<file path="src/rtl/flit_out_stage_arb_pkg.sv">
// Shared types and default sizing for the flit output stage.
// Latency: n/a (types only).
// Backpressure: n/a (types only).
package flit_out_stage_arb_pkg;

    localparam int FLIT_WIDTH_DEF   = 64;
    localparam int SYS_DEPTH_DEF    = 4;
    localparam int NORMAL_DEPTH_DEF = 8;
    localparam int STARVE_LIMIT_DEF = 3;

    typedef logic [FLIT_WIDTH_DEF-1:0] flit_t;

    // Which queue the flit currently on the output link came from.
    typedef enum logic {
        SRC_SYS    = 1'b0,
        SRC_NORMAL = 1'b1
    } flit_src_t;

endpackage

</file>
<file path="src/rtl/flit_fifo_sync.sv">
// Small synchronous FIFO holding generator flits ahead of the output arbiter.
// Latency: a push is visible at dout the following cycle (no fall-through).
// Backpressure: push ignored while full; pop ignored while empty; flush empties it.
// Ports: nocclk/rst clock and sync reset; flush drops all entries; push/din write
// side; pop/dout read side (dout is the current head); full/empty/count status.
module flit_fifo_sync #(
    parameter int WIDTH = 64,
    parameter int DEPTH = 4
) (
    input  logic                       nocclk,
    input  logic                       rst,
    input  logic                       flush,
    input  logic                       push,
    input  logic [WIDTH-1:0]           din,
    input  logic                       pop,
    output logic [WIDTH-1:0]           dout,
    output logic                       full,
    output logic                       empty,
    output logic [$clog2(DEPTH+1)-1:0] count
);

    localparam int AW = $clog2(DEPTH);
    localparam int CW = $clog2(DEPTH+1);
    localparam logic [AW:0] PTR_ONE = 1;

    // Pointers carry one extra wrap bit so full and empty are distinguishable.
    logic [AW:0]      wr_ptr;
    logic [AW:0]      rd_ptr;
    logic [WIDTH-1:0] mem [DEPTH];

    logic do_push;
    logic do_pop;

    assign full    = (wr_ptr[AW] != rd_ptr[AW]) && (wr_ptr[AW-1:0] == rd_ptr[AW-1:0]);
    assign empty   = (wr_ptr == rd_ptr);
    assign count   = CW'(wr_ptr - rd_ptr);
    assign dout    = mem[rd_ptr[AW-1:0]];
    assign do_push = push && !full;
    assign do_pop  = pop && !empty;

    always_ff @(posedge nocclk) begin
        if (rst || flush) begin
            wr_ptr <= '0;
            rd_ptr <= '0;
        end else begin
            if (do_push) wr_ptr <= wr_ptr + PTR_ONE;
            if (do_pop)  rd_ptr <= rd_ptr + PTR_ONE;
        end
    end

    // Storage needs no reset; validity is tracked by the pointers alone.
    always_ff @(posedge nocclk) begin
        if (do_push && !rst && !flush) mem[wr_ptr[AW-1:0]] <= din;
    end

endmodule

</file>
<file path="src/rtl/flit_out_stage_arb.sv">
// Buffers system and normal generator flits and merges them onto one output link.
// Latency: one cycle from push into an empty queue to out_flit_valid.
// Backpressure: per-queue ready = !full; the presented flit holds until in_flit_ready.
// Ports: nocclk/rst clock and sync reset; in_sys_* / in_normal_* producer sides with
// out_*_ready; out_flit_valid/out_flit/out_flit_is_system with in_flit_ready to the
// link; in_flush drops everything buffered; out_*_count report queue occupancy.
module flit_out_stage_arb
    import flit_out_stage_arb_pkg::*;
#(
    parameter int FLIT_WIDTH   = FLIT_WIDTH_DEF,
    parameter int SYS_DEPTH    = SYS_DEPTH_DEF,
    parameter int NORMAL_DEPTH = NORMAL_DEPTH_DEF,
    parameter int STARVE_LIMIT = STARVE_LIMIT_DEF
) (
    input  logic                              nocclk,
    input  logic                              rst,
    input  logic                              in_sys_flit_valid,
    input  logic [FLIT_WIDTH-1:0]             in_sys_flit,
    output logic                              out_sys_flit_ready,
    input  logic                              in_normal_flit_valid,
    input  logic [FLIT_WIDTH-1:0]             in_normal_flit,
    output logic                              out_normal_flit_ready,
    output logic                              out_flit_valid,
    output logic [FLIT_WIDTH-1:0]             out_flit,
    output logic                              out_flit_is_system,
    input  logic                              in_flit_ready,
    input  logic                              in_flush,
    output logic [$clog2(SYS_DEPTH+1)-1:0]    out_sys_count,
    output logic [$clog2(NORMAL_DEPTH+1)-1:0] out_normal_count
);

    localparam int STW = $clog2(STARVE_LIMIT+1);
    localparam logic [STW-1:0] STARVE_MAX = STW'(STARVE_LIMIT);
    localparam logic [STW-1:0] STARVE_ONE = 1;

    logic [FLIT_WIDTH-1:0] sys_dout;
    logic [FLIT_WIDTH-1:0] normal_dout;
    logic                  sys_full;
    logic                  sys_empty;
    logic                  normal_full;
    logic                  normal_empty;
    logic                  sys_push;
    logic                  normal_push;
    logic                  sys_pop;
    logic                  normal_pop;
    logic                  xfer;

    logic                  lock_valid;
    flit_src_t             lock_src;
    flit_src_t             sel_src;
    logic [STW-1:0]        starve_cnt;

    assign out_sys_flit_ready    = !sys_full;
    assign out_normal_flit_ready = !normal_full;
    assign sys_push              = in_sys_flit_valid && !sys_full;
    assign normal_push           = in_normal_flit_valid && !normal_full;

    flit_fifo_sync #(.WIDTH(FLIT_WIDTH), .DEPTH(SYS_DEPTH)) u_sys_fifo (
        .nocclk (nocclk),
        .rst    (rst),
        .flush  (in_flush),
        .push   (sys_push),
        .din    (in_sys_flit),
        .pop    (sys_pop),
        .dout   (sys_dout),
        .full   (sys_full),
        .empty  (sys_empty),
        .count  (out_sys_count)
    );

    flit_fifo_sync #(.WIDTH(FLIT_WIDTH), .DEPTH(NORMAL_DEPTH)) u_normal_fifo (
        .nocclk (nocclk),
        .rst    (rst),
        .flush  (in_flush),
        .push   (normal_push),
        .din    (in_normal_flit),
        .pop    (normal_pop),
        .dout   (normal_dout),
        .full   (normal_full),
        .empty  (normal_empty),
        .count  (out_normal_count)
    );

    // System wins unless the normal queue has waited through STARVE_LIMIT
    // system grants. A stalled offer keeps its source so the link never sees
    // the flit change underneath it.
    always_comb begin
        sel_src = SRC_SYS;
        if (lock_valid) begin
            sel_src = lock_src;
        end else if (!normal_empty && (sys_empty || starve_cnt == STARVE_MAX)) begin
            sel_src = SRC_NORMAL;
        end
    end

    assign out_flit_valid     = lock_valid || !sys_empty || !normal_empty;
    assign xfer               = out_flit_valid && in_flit_ready;
    assign sys_pop            = xfer && (sel_src == SRC_SYS);
    assign normal_pop         = xfer && (sel_src == SRC_NORMAL);
    assign out_flit_is_system = out_flit_valid && (sel_src == SRC_SYS);
    assign out_flit           = !out_flit_valid ? '0 :
                                (sel_src == SRC_NORMAL) ? normal_dout : sys_dout;

    always_ff @(posedge nocclk) begin
        if (rst || in_flush) begin
            lock_valid <= 1'b0;
            lock_src   <= SRC_SYS;
            starve_cnt <= '0;
        end else begin
            if (xfer) begin
                lock_valid <= 1'b0;
            end else if (out_flit_valid) begin
                lock_valid <= 1'b1;
                lock_src   <= sel_src;
            end

            // Count only system grants that actually overtook a waiting normal flit.
            if (sys_pop) begin
                if (!normal_empty) begin
                    if (starve_cnt != STARVE_MAX) starve_cnt <= starve_cnt + STARVE_ONE;
                end else begin
                    starve_cnt <= '0;
                end
            end else if (normal_pop) begin
                starve_cnt <= '0;
            end
        end
    end

endmodule

</file>
<file path="config.mk">
export PLATFORM = sky130hd
export DESIGN_NAME = flit_out_stage_arb
export DESIGN_NICKNAME = d
export VERILOG_FILES = /design/src/rtl/flit_out_stage_arb_pkg.sv /design/src/rtl/flit_fifo_sync.sv /design/src/rtl/flit_out_stage_arb.sv
export SDC_FILE = /design/constraint.sdc
export NUM_CORES = 1
export LEC_CHECK = 0
export ABC_CLOCK_PERIOD_IN_PS = 7000
export BUFFER_PORTS_ARGS = -buffer_cell sky130_fd_sc_hd__buf_2
export CORE_MARGIN = 3
export CORE_UTILIZATION = 54
export DETAILED_ROUTE_END_ITERATION = 8
export GPL_ROUTABILITY_DRIVEN = 1
export PLACE_DENSITY = 0.78
export SYNTH_ARGS = -nofsm -noshare
export SYNTH_HDL_FRONTEND = slang
export SYNTH_SLANG_ARGS = --single-unit
</file>
<file path="constraint.sdc">
create_clock -name nocclk -period 7 [get_ports nocclk]
set_clock_uncertainty 0.05 [all_clocks]
set_input_delay 0.7 -clock nocclk [delete_from_list [all_inputs] [get_ports nocclk]]
set_output_delay 0.7 -clock nocclk [all_outputs]
set_load 0.01 [all_outputs]
</file>
; ---- Word-level counts from Yosys, hierarchy flattened
; Memory sizes are Yosys's and may differ from the RTL's. A register that Yosys moved wholly into a read port is not among the register bits.
; Cells that the tools add are included.
[totals]
regBits = 18
ramBits = 768
elab_cells = 74
n_memories = 2
[op_classes]
add_sub_neg = 7
eq_ne = 9
n_mux = 16
bitwise = 2
n_reduce_logical = 31
[memory_table]
columns = memory, words, width, rd, rd_clocked_by_memory_dff, wr, line
row1 = u_normal_fifo.mem, 8, 64, 1, 1, 1, flit_fifo_sync.sv:29  ; logic [WIDTH-1:0] mem [DEPTH];
row2 = u_sys_fifo.mem, 4, 64, 1, 1, 1, flit_fifo_sync.sv:29
[op_table]
columns = op, n
row1 = 64-bit two-way mux, 2
row2 = 1-bit logical AND, 17
row3 = 2-bit two-way mux, 6
row4 = 4-bit by 1-bit adder with 4-bit output (second input constant), 2
row5 = 3-bit by 1-bit adder with 3-bit output (second input constant), 2
row6 = 3-bit == test, 2
row7 = 1-bit logical NOT, 6
row8 = 1-bit two-way mux, 6
row9 = 3-bit two-way mux, 2
row10 = 4-bit == test, 1
row11 = 1-bit logical OR, 4
row12 = 2-bit AND reduction, 2
row13 = 4-bit subtractor, 1
row14 = 3-bit inequality test (second input constant), 1
row15 = 3-bit subtractor, 1
row16 = 2-bit by 1-bit adder with 2-bit output (second input constant), 1
row17 = 2-bit == test, 1
row18 = 2-bit == test (second input constant), 1
row19 = 1-bit inequality test, 2
row20 = 2-bit inequality test (second input constant), 1
row21 = 1-bit NOT, 2
row22 = 2-bit nonzero test, 1
row23 = 2-bit OR reduction, 1

; ---- Longest topological paths before layout
; Gate-level depths: netlist of the first run.
[depth]
depth_word = 10
depth_mapped = 9

; ---- Hierarchy
; A second synthesis of the first run with hierarchy kept.
[hier_totals]
hier_cells = 1489
hier_area_um2 = 31465.2
[by_module_without_submodules]
columns = mod, instances, cells_per_inst, area_each_um2
row1 = flit_fifo_sync at u_normal_fifo, 1, 817, 19836.5
row2 = flit_fifo_sync at u_sys_fifo, 1, 393, 9746.8
row3 = flit_out_stage_arb, 1, 279, 1881.8

; ---- Least setup slack after synthesis of the first run
; Ideal clock, no wire load.
[synth_timing]
path_kind = register -> register
from = register u_normal_fifo.rd_ptr[1]
to = memory u_normal_fifo.mem[1][0] (enable)
arrival_time_ns = 5.892
required_ns = 6.386
setup_slack_ns = 0.494
stages_incl_launch_ff = 7
path_buffers = 0
cell_sequence = dfxtp_1 -> inv_1 -> ha_1 -> and3_1 -> a21boi_1 -> nand3_1 -> nor3_1
[synth_via]
elab_chain_cells = 9
[synth_lines]
columns = element, line
row1 = from (decl), flit_fifo_sync.sv:28  ; logic [AW:0] rd_ptr;
row2 = from (signal assigned), flit_fifo_sync.sv:47  ; if (do_pop) rd_ptr <= rd_ptr + PTR_ONE;
row3 = 3-bit == test *, flit_fifo_sync.sv:34  ; assign full = (wr_ptr[AW] != rd_ptr[AW]) && (wr_ptr[AW-1:0] == rd_ptr[AW-1:0]);
row4 = 1-bit logical AND *, flit_fifo_sync.sv:34
row5 = 1-bit logical NOT *, "flit_fifo_sync.sv:38, flit_out_stage_arb.sv:56"
row6 = 1-bit logical AND, flit_out_stage_arb.sv:56  ; assign normal_push = in_normal_flit_valid && !normal_full;
row7 = 1-bit logical AND *, flit_fifo_sync.sv:38  ; assign do_push = push && !full;
row8 = 1-bit logical AND * (2 in a row), flit_fifo_sync.sv:53  ; if (do_push && !rst && !flush) mem[wr_ptr[AW-1:0]] <= din;
row9 = 1-bit two-way mux *, flit_fifo_sync.sv:53
row10 = 1-bit two-way mux (not written as such) *, flit_fifo_sync.sv:53
row11 = to (decl), flit_fifo_sync.sv:29
; Mark *: on every way between the ends. The rest lies on a longest branch, timed or not.

==> results.txt, run 1 <==
----------------------------------------------------
[Synth]
  Area fraction in compound gates after synthesis ... 2.52%
  Post-synthesis share of cell area spent on and, or, nand and nor gates ... 1.06%
  Distinct cell type count of the synthesized netlist ... 39
  Top cells by area in the synthesized netlist ... sky130_fd_sc_hd__edfxtp_1, sky130_fd_sc_hd__mux4_2, sky130_fd_sc_hd__mux2i_1
  Yosys warning count ... 0
  Largest family of logic cells by synthesized area ... multiplexers
  Avg Inst Size Synth ... 22.0 sq um
  Register bit total from synthesis ... 791
  Number of instances in the synthesized netlist ... 1,381
  Summed instance area of the synthesized netlist ... 0.0303 sq mm
  Post-synthesis sequential area ratio ... 77.6%
  Proportion of netlist area held by the largest area contributor ... 76.1%
  EDFF count, synth ... 768
  Synthesized-area fraction occupied by adder cells ... 0.669%
  Most instantiated flip-flop cell in the synthesis netlist ... sky130_fd_sc_hd__edfxtp_1
  Synth Net Count ... 1,530
  Post-synthesis mux area share ... 16.5%
  XOR/XNOR share of the synthesized area ... 0.458%
  Cell type contributing the most total cell area after synthesis ... sky130_fd_sc_hd__edfxtp_1
  Async SR Flop Fraction ... 0%

[Pwr]
  Part of the total power dissipated in sequential elements ... 54.5%
  Fraction of power consumed by combinational cells ... 4.2%
  Pwr/cell area ... 277 mW/mm^2
  Internal power ... 0.00765 W
  Clock network power share ... 41.3%
  Sw Pwr ... 0.00196 W
  Switching share of power ... 20.4%
  Largest vdd supply drop ... 0.000217 V
  Leakage dissipation ... 11.0 nW

[Cells and area]
  Relative area change from synthesis to final layout ... 14.5%
  Final #Nets ... 1,770
  Non-filler cells in the finished layout ... 2,437
  Number of filler instances in the final layout ... 3,766
  Share of cells above drive strength 1 ... 33.1%

[Timing]
  Fmax achieved ... 0.230 GHz
  Final Hold Viols ... 0
  Period utilization ... 62.2%
  Number of pins exceeding their max-slew limit in the final report ... 0
  Transition time at the pin with the least slew margin ... 1240 ps
  Setup TNS ... 0 ps
  Period minus WS final ... 4350 ps
  Worst-case headroom to the max-slew limit ... 17.3%
  RSZ-0062 raised after global routing ... no
  Number of setup violations in the final report ... 0

[Clock tree]
  Number of hold buffers added after cts ... 0
  Number of post-CTS setup repair buffers ... 0
  Maximum number of buffers from clock root to sink ... 3
  Clock transition at the registers of the reported paths ... 60 ps
  Cts repair resizes ... 0
  Clock Sinks ... 791
  TritonCTS clock tree ... built
  CTS Root Buffer Type ... sky130_fd_sc_hd__clkbuf_16
  Number of H-tree levels ... 3
  Insertion delay of the later-clocked pin in the worst-skew pair ... 600 ps
  Number of buffers created by CTS ... 78

[Global routing]
  Global-route usage over all layers ... 22.6%
  Number of antenna violations at the first check in global routing ... 12
  Pin count of the biggest net entering global routing ... 79
  Residual overflow from global routing ... 0
  Number of global-route vias before repair ... 15,300
  First-pass GRT wire length ... 98.6 mm

[Place]
  Gp weighted congestion ... 0.786
  Port bufs ... 208
  Detailed placer's ending HPWL ... 37.4 mm
  Cell total after placement ... 2,289

[Floorplanning]
  Row cnt ... 86
  Die extent in y ... 243 microns
  Floorplan die area ... 0.0590 sq mm
  Core Footprint ... 0.0553 sq mm
  Initial Util ... 54.8%
  Overall die width ... 243 microns
  IO Count ... 209

[Worst setup path]
  R2r startpoint ... u_normal_fifo.rd_ptr[1]
  RR Endpoint ... u_normal_fifo.mem[4][42]
  Type of element capturing the critical path ... output pin
  Required time of the critical path ... 6250 ps
  Type of origin of the critical path ... flop
  Peak fanout along the critical path ... 49
  Worst Setup Path Type ... flop to output pin
  Critical path arrival ... 3600 ps
  Path depth of the worst reg2reg path ... 7
  R2r setup slk ... 3030 ps

[Worst hold path]
  Hold-critical path endpoint ... u_sys_fifo.mem[0][16]
  Hold Startpoint ... in_sys_flit[16]
  WHS Path Cells ... 1
  Tightest Hold Check Type ... primary input to flop

[Route]
  Avg WL per Cell ... 27.0 microns
  Avg Vias per Cell ... 5.99
  Final routed wirelength across all metal layers ... 65.8 mm
  Final routed DRC violation total ... 0
  Remaining number of nets flagged by the antenna check after routing ... 0
  Overall via count from detail_route ... 14,600
  Number of detailed-routing iterations run before antenna repair ... 6
  Number of violations reported at the end of detailed-routing iteration 0 ... 1,380

[Status]
  Status ... complete, no violations

[Job]
  Max-cap violations ... 0

----------------------------------------------------
cells in the final DEF (no fill, tap or decap), types with 11 or more instances in the layout:
master	instances
sky130_fd_sc_hd__edfxtp_1	768
sky130_fd_sc_hd__buf_2	208
sky130_fd_sc_hd__mux4_2	192
sky130_fd_sc_hd__clkbuf_16	80
sky130_fd_sc_hd__a21oi_1	71
sky130_fd_sc_hd__mux2i_1	67
sky130_fd_sc_hd__o21ai_0	59
sky130_fd_sc_hd__buf_4	25
sky130_fd_sc_hd__nor2_1	22
sky130_fd_sc_hd__dfxtp_1	18
sky130_fd_sc_hd__clkbuf_1	17
sky130_fd_sc_hd__clkinv_1	15
sky130_fd_sc_hd__ha_1	13
sky130_fd_sc_hd__clkinv_2	13
sky130_fd_sc_hd__inv_1	12
sky130_fd_sc_hd__nand2_1	11
sequential cells by signal, summed over array words and instances (netlist names), named ones only:
register and flops:
u_normal_fifo.wr_ptr 4, u_sys_fifo.mem 256, starve_cnt 2, lock_src 1
u_normal_fifo.mem 512, u_sys_fifo.wr_ptr 3, u_sys_fifo.rd_ptr 3, lock_valid 1
u_normal_fifo.rd_ptr 4
cells by family (layout without fill, tap and decap cells):
logic type	Yosys count	in the layout
multiplexers	259	259
flip-flops	791	791
other	0	10
XOR/XNOR	15	15
buffers and inverters	87	385
AO/OA/AOI/OAI	147	147
AND/OR/NAND/NOR	67	67
adder cells (fa/ha/maj)	15	15
stage by stage:
| step | power [W] | hold slack (ps) | instance area, sq um | util, % | worst slack [ps] |
|---|---|---|---|---|---|
| after global placement | 0.00573 | 393 | 32300 | 58.4 | 3060 |
| final | 0.00961 | 256 | 34700 | 62.8 | 2650 |
| after floorplan | 0.00554 | 386 | 30300 | - | 494 |
| after global routing | 0.00992 | 246 | 34700 | 62.7 | 2300 |
| after detailed placement | 0.00575 | 432 | 32300 | 58.4 | 2950 |
| after CTS | 0.00970 | 221 | 34700 | 62.7 | 2480 |
area by class of cell:
class	instances	area, sq um	area share, %
Sequential cell	791	23500	67.8
Multi-Input combinational cell	503	6500	18.7
Clock buffer	97	2070	5.95
Timing Repair Buffer	234	1250	3.60
Tap cell	748	936	2.70
Clock inverter	41	347	0.998
Inverter	13	48.8	0.141
Antenna cell	10	25.0	0.0721
metal layers:
| metal | vias to the layer above | track usage, % | part of all wire, % |
|---|---|---|---|
| met5 | - | 0 | 0.043 |
| met1 | 7671 | 30.2 | 39 |
| met4 | 4 | 8.75 | 3.0 |
| met2 | 542 | 37.5 | 52 |
| met3 | 109 | 4.52 | 6.2 |
| li1 | 6268 | - | - |
power by group through the flow:
stage	clock [W]	sequential (W)	combinational [W]
2_1_floorplan	0	0.00534	0.000204
3_3_place_gp	0	0.00534	0.000392
3_5_place_dp	0	0.00534	0.000405
4_1_cts	0.00405	0.00524	0.000407
5_1_grt	0.00424	0.00524	0.000440
6_report	0.00397	0.00524	0.000402
worst max-delay path, stage by stage (launching register included):
cell	delay, ps
sky130_fd_sc_hd__dfxtp_4	1000
sky130_fd_sc_hd__buf_4	670
sky130_fd_sc_hd__mux4_2	590
sky130_fd_sc_hd__mux2i_1	320
sky130_fd_sc_hd__a21oi_1	160
sky130_fd_sc_hd__buf_2	200
cell usage after synthesis, types with 3 or more instances:
cell / n
sky130_fd_sc_hd__xor2_1: 6
sky130_fd_sc_hd__buf_2: 28
sky130_fd_sc_hd__xnor2_1: 8
sky130_fd_sc_hd__nor2_1: 28
sky130_fd_sc_hd__and3_1: 3
sky130_fd_sc_hd__mux4_2: 192
sky130_fd_sc_hd__and2_1: 4
sky130_fd_sc_hd__dfxtp_1: 23
sky130_fd_sc_hd__a21oi_1: 71
sky130_fd_sc_hd__o21ai_1: 9
sky130_fd_sc_hd__ha_1: 13
sky130_fd_sc_hd__inv_1: 12
sky130_fd_sc_hd__mux2i_1: 67
sky130_fd_sc_hd__edfxtp_1: 768
sky130_fd_sc_hd__nand3_1: 7
sky130_fd_sc_hd__o21ai_0: 59
sky130_fd_sc_hd__nand4_1: 3
sky130_fd_sc_hd__clkbuf_1: 43
sky130_fd_sc_hd__nand2_1: 11
sky130_fd_sc_hd__nor3_1: 3
sky130_fd_sc_hd__nand2b_1: 3
worst max-delay path by stage:
stage / startpoint / endpoint / slack, ps / cells past startpoint
3_5_place_dp: u_normal_fifo.rd_ptr[1] / u_normal_fifo.mem[4][46] / 2950 / 7
6_report: flop / out_flit[20] / 2650 / 5
2_1_floorplan: u_normal_fifo.rd_ptr[1] / u_normal_fifo.mem[1][0] / 490 / 6
3_3_place_gp: u_normal_fifo.wr_ptr[2] / u_normal_fifo.mem[4][28] / 3060 / 6
4_1_cts: flop / out_flit[20] / 2480 / 5
5_1_grt: flop / out_flit[22] / 2300 / 5
Note: power is estimated with default switching activity, not from simulation.
==> run 2, diff against run 1 <==
ABC_CLOCK_PERIOD_IN_PS = 4500   (was 7000)
CORE_UTILIZATION = 55   (was 54)
PLACE_DENSITY = 0.77   (was 0.78)
clock period = 4.5 ns   (was 7 ns; I/O delays follow)
==> run 2 against run 1 <==
Against the previous run:
- die area decreased by 1.8%
- largest cell class unchanged
- combinational power up 65%
- cell area is 1.2% higher
- critical path type unchanged
- global-route usage grew 0.39 points
- non-clock buffer count is 45 higher
==> results.txt, run 2 (synthesis results as in run 1) <==
----------------------------------------------------
[Status]
  Status ... complete, no violations

[Cells and area]
  Share of cells above drive strength 1 ... 32.2%
  Most frequent standard cell in the layout excluding fill and tap cells ... sky130_fd_sc_hd__edfxtp_1
  Flip-flop count of the largest register, all copies and words added ... 512
  Total area of multi-input combinational cells ... 0.00651 sq mm
  Number of filler instances in the final layout ... 3,489
  Final #Nets ... 1,813
  Non-Filler Cell Area, Final ... 0.0351 sq mm
  Sequential Area ... 0.0235 sq mm
  Top library cells by usage in the layout, fill and taps aside ... sky130_fd_sc_hd__edfxtp_1, sky130_fd_sc_hd__buf_2, sky130_fd_sc_hd__mux4_2
  Final Core Density ... 64.9%
  Relative area change from synthesis to final layout ... 15.8%

[Worst hold path]
  Hold Startpoint ... in_sys_flit[36]
  WHS Path Cells ... 1
  Hold-critical path endpoint ... u_sys_fifo.mem[1][36]
  Tightest Hold Check Type ... primary input to flop

[Timing]
  Period minus WS final ... 3910 ps
  RSZ-0062 raised after global routing ... no
  Number of pins exceeding their max-slew limit in the final report ... 0
  Transition time at the pin with the least slew margin ... 1130 ps
  Worst-case headroom to the max-slew limit ... 24.4%
  Number of setup violations in the final report ... 0
  Fmax achieved ... 0.256 GHz
  Final Hold Viols ... 0
  Period utilization ... 86.8%

[Pwr]
  Leakage dissipation ... 11.1 nW
  Largest vdd supply drop ... 0.000338 V
  Part of the total power dissipated in sequential elements ... 54.8%
  Sw Pwr ... 0.00300 W
  Clock network power share ... 40.7%
  Internal power ... 0.0119 W
  Switching share of power ... 20.2%
  Fraction of power consumed by combinational cells ... 4.5%
  Pwr/cell area ... 423 mW/mm^2

[Clock tree]
  Insertion delay of the later-clocked pin in the worst-skew pair ... 600 ps
  Number of buffers created by CTS ... 76
  Number of post-CTS setup repair buffers ... 0
  Maximum number of buffers from clock root to sink ... 3
  CTS Root Buffer Type ... sky130_fd_sc_hd__clkbuf_16
  Cts repair resizes ... 0
  Clock transition at the registers of the reported paths ... 60 ps
  Number of hold buffers added after cts ... 43
  Number of H-tree levels ... 3
  Clock Sinks ... 791
  TritonCTS clock tree ... built

[Global routing]
  Pin count of the biggest net entering global routing ... 65
  First-pass GRT wire length ... 97.7 mm
  Global-route usage over all layers ... 23.0%
  Number of antenna violations at the first check in global routing ... 12
  Number of global-route vias before repair ... 15,500
  Residual overflow from global routing ... 0

[Worst setup path]
  R2r setup slk ... 1030 ps
  R2r startpoint ... u_normal_fifo.wr_ptr[2]
  Type of origin of the critical path ... flop
  Worst Setup Path Type ... flop to output pin
  Required time of the critical path ... 4000 ps
  Peak fanout along the critical path ... 35
  RR Endpoint ... u_normal_fifo.mem[6][34]
  Critical path arrival ... 3410 ps
  Type of element capturing the critical path ... output pin
  Path depth of the worst reg2reg path ... 6

[Place]
  Detailed placer's ending HPWL ... 36.9 mm
  Gp weighted congestion ... 0.773
  Area after detailed placement ... 0.0323 sq mm
  Port bufs ... 208

[Floorplanning]
  IO Count ... 209
  Die extent in y ... 241 microns
  Row cnt ... 85
  Initial Util ... 56.0%
  Core Footprint ... 0.0541 sq mm
  Floorplan die area ... 0.0580 sq mm
  Overall die width ... 241 microns

[Route]
  Avg Vias per Cell ... 6.10
  Remaining number of nets flagged by the antenna check after routing ... 0
  Avg WL per Cell ... 27.0 microns
  Number of detailed-routing iterations run before antenna repair ... 5
  Overall via count from detail_route ... 14,800
  Number of violations reported at the end of detailed-routing iteration 0 ... 1,274
  Final routed wirelength across all metal layers ... 65.3 mm
  Final routed DRC violation total ... 0

[Job]
  Max-cap violations ... 0

----------------------------------------------------
## run 2: changes by cell type in the layout (fill, tap and decap cells not counted), moves of 3 or more
cell                            change
sky130_fd_sc_hd__buf_4              -5
sky130_fd_sc_hd__clkbuf_16          -3
sky130_fd_sc_hd__diode_2            -3
sky130_fd_sc_hd__dlygate4sd3_1     +43
sky130_fd_sc_hd__clkinvlp_4         +3
sky130_fd_sc_hd__buf_12             +7
sky130_fd_sc_hd__clkinv_1           -3
## run 2: through the flow
stage | hold WS (ps) | std cells | setup WS, ps | TNS (ps) | power (W)
3_3_place_gp | 393 | 2239 | 1160 | 0 | 0.00891
4_1_cts | 0.0311 | 2414 | 536 | 0 | 0.0150
2_1_floorplan | 386 | 1381 | -294 | -118350 | 0.00862
3_5_place_dp | 406 | 2239 | 1050 | 0 | 0.00894
6_report | 27.3 | 2421 | 593 | 0 | 0.0149
5_1_grt | 13.6 | 2417 | 373 | 0 | 0.0153
## run 2: worst max path at each step
| stage | from | endpoint | slack (ps) | cells past startpoint |
|---|---|---|---|---|
| 5_1_grt | u_normal_fifo.wr_ptr[2] | out_flit[58] | 370 | 8 |
| 3_3_place_gp | u_normal_fifo.wr_ptr[2] | u_normal_fifo.mem[6][34] | 1160 | 6 |
| 4_1_cts | u_normal_fifo.wr_ptr[2] | out_flit[62] | 540 | 8 |
| 2_1_floorplan | u_normal_fifo.rd_ptr[1] | u_normal_fifo.mem[7][0] | -290 | 6 |
| 6_report | u_normal_fifo.wr_ptr[2] | out_flit[62] | 590 | 8 |
| 3_5_place_dp | u_normal_fifo.wr_ptr[2] | u_normal_fifo.mem[6][34] | 1050 | 6 |
## run 2: power by group through the flow
stage	Clock (W)	Sequential, W	Combinational [W]
detailed placement	0	0.00830	0.000632
global route	0.00644	0.00815	0.000722
floorplan	0	0.00830	0.000317
finish	0.00606	0.00815	0.000662
global placement	0	0.00830	0.000608
CTS	0.00615	0.00815	0.000670
## run 2: critical path, stage by stage (launching register included)
cell and delay, ps:
sky130_fd_sc_hd__dfxtp_1 560, sky130_fd_sc_hd__ha_1 350, sky130_fd_sc_hd__nand3_1 170, sky130_fd_sc_hd__nor4_2 100, sky130_fd_sc_hd__inv_2 520, sky130_fd_sc_hd__buf_4 560, sky130_fd_sc_hd__o21ai_0 210, sky130_fd_sc_hd__a21oi_1 160
sky130_fd_sc_hd__buf_2 150
## run 2: cell type report
cell class              instances  area share (%)
diodes                          7          0.0499
flip-flops and latches        791            67.0
well taps                     696            2.48
clock buffers                  94            5.67
clock inverters                38           0.994
multi-input cells             503            18.5
inverters                      13           0.139
repair buffers                279            5.07
## run 2: layer usage
layer	track usage [%]	up-vias	wire, microns
li1	-	6348	-
met1	31.6	7746	26100
met2	38.0	553	33100
met3	4.19	114	4320
met4	8.27	10	1730
met5	0	-	57
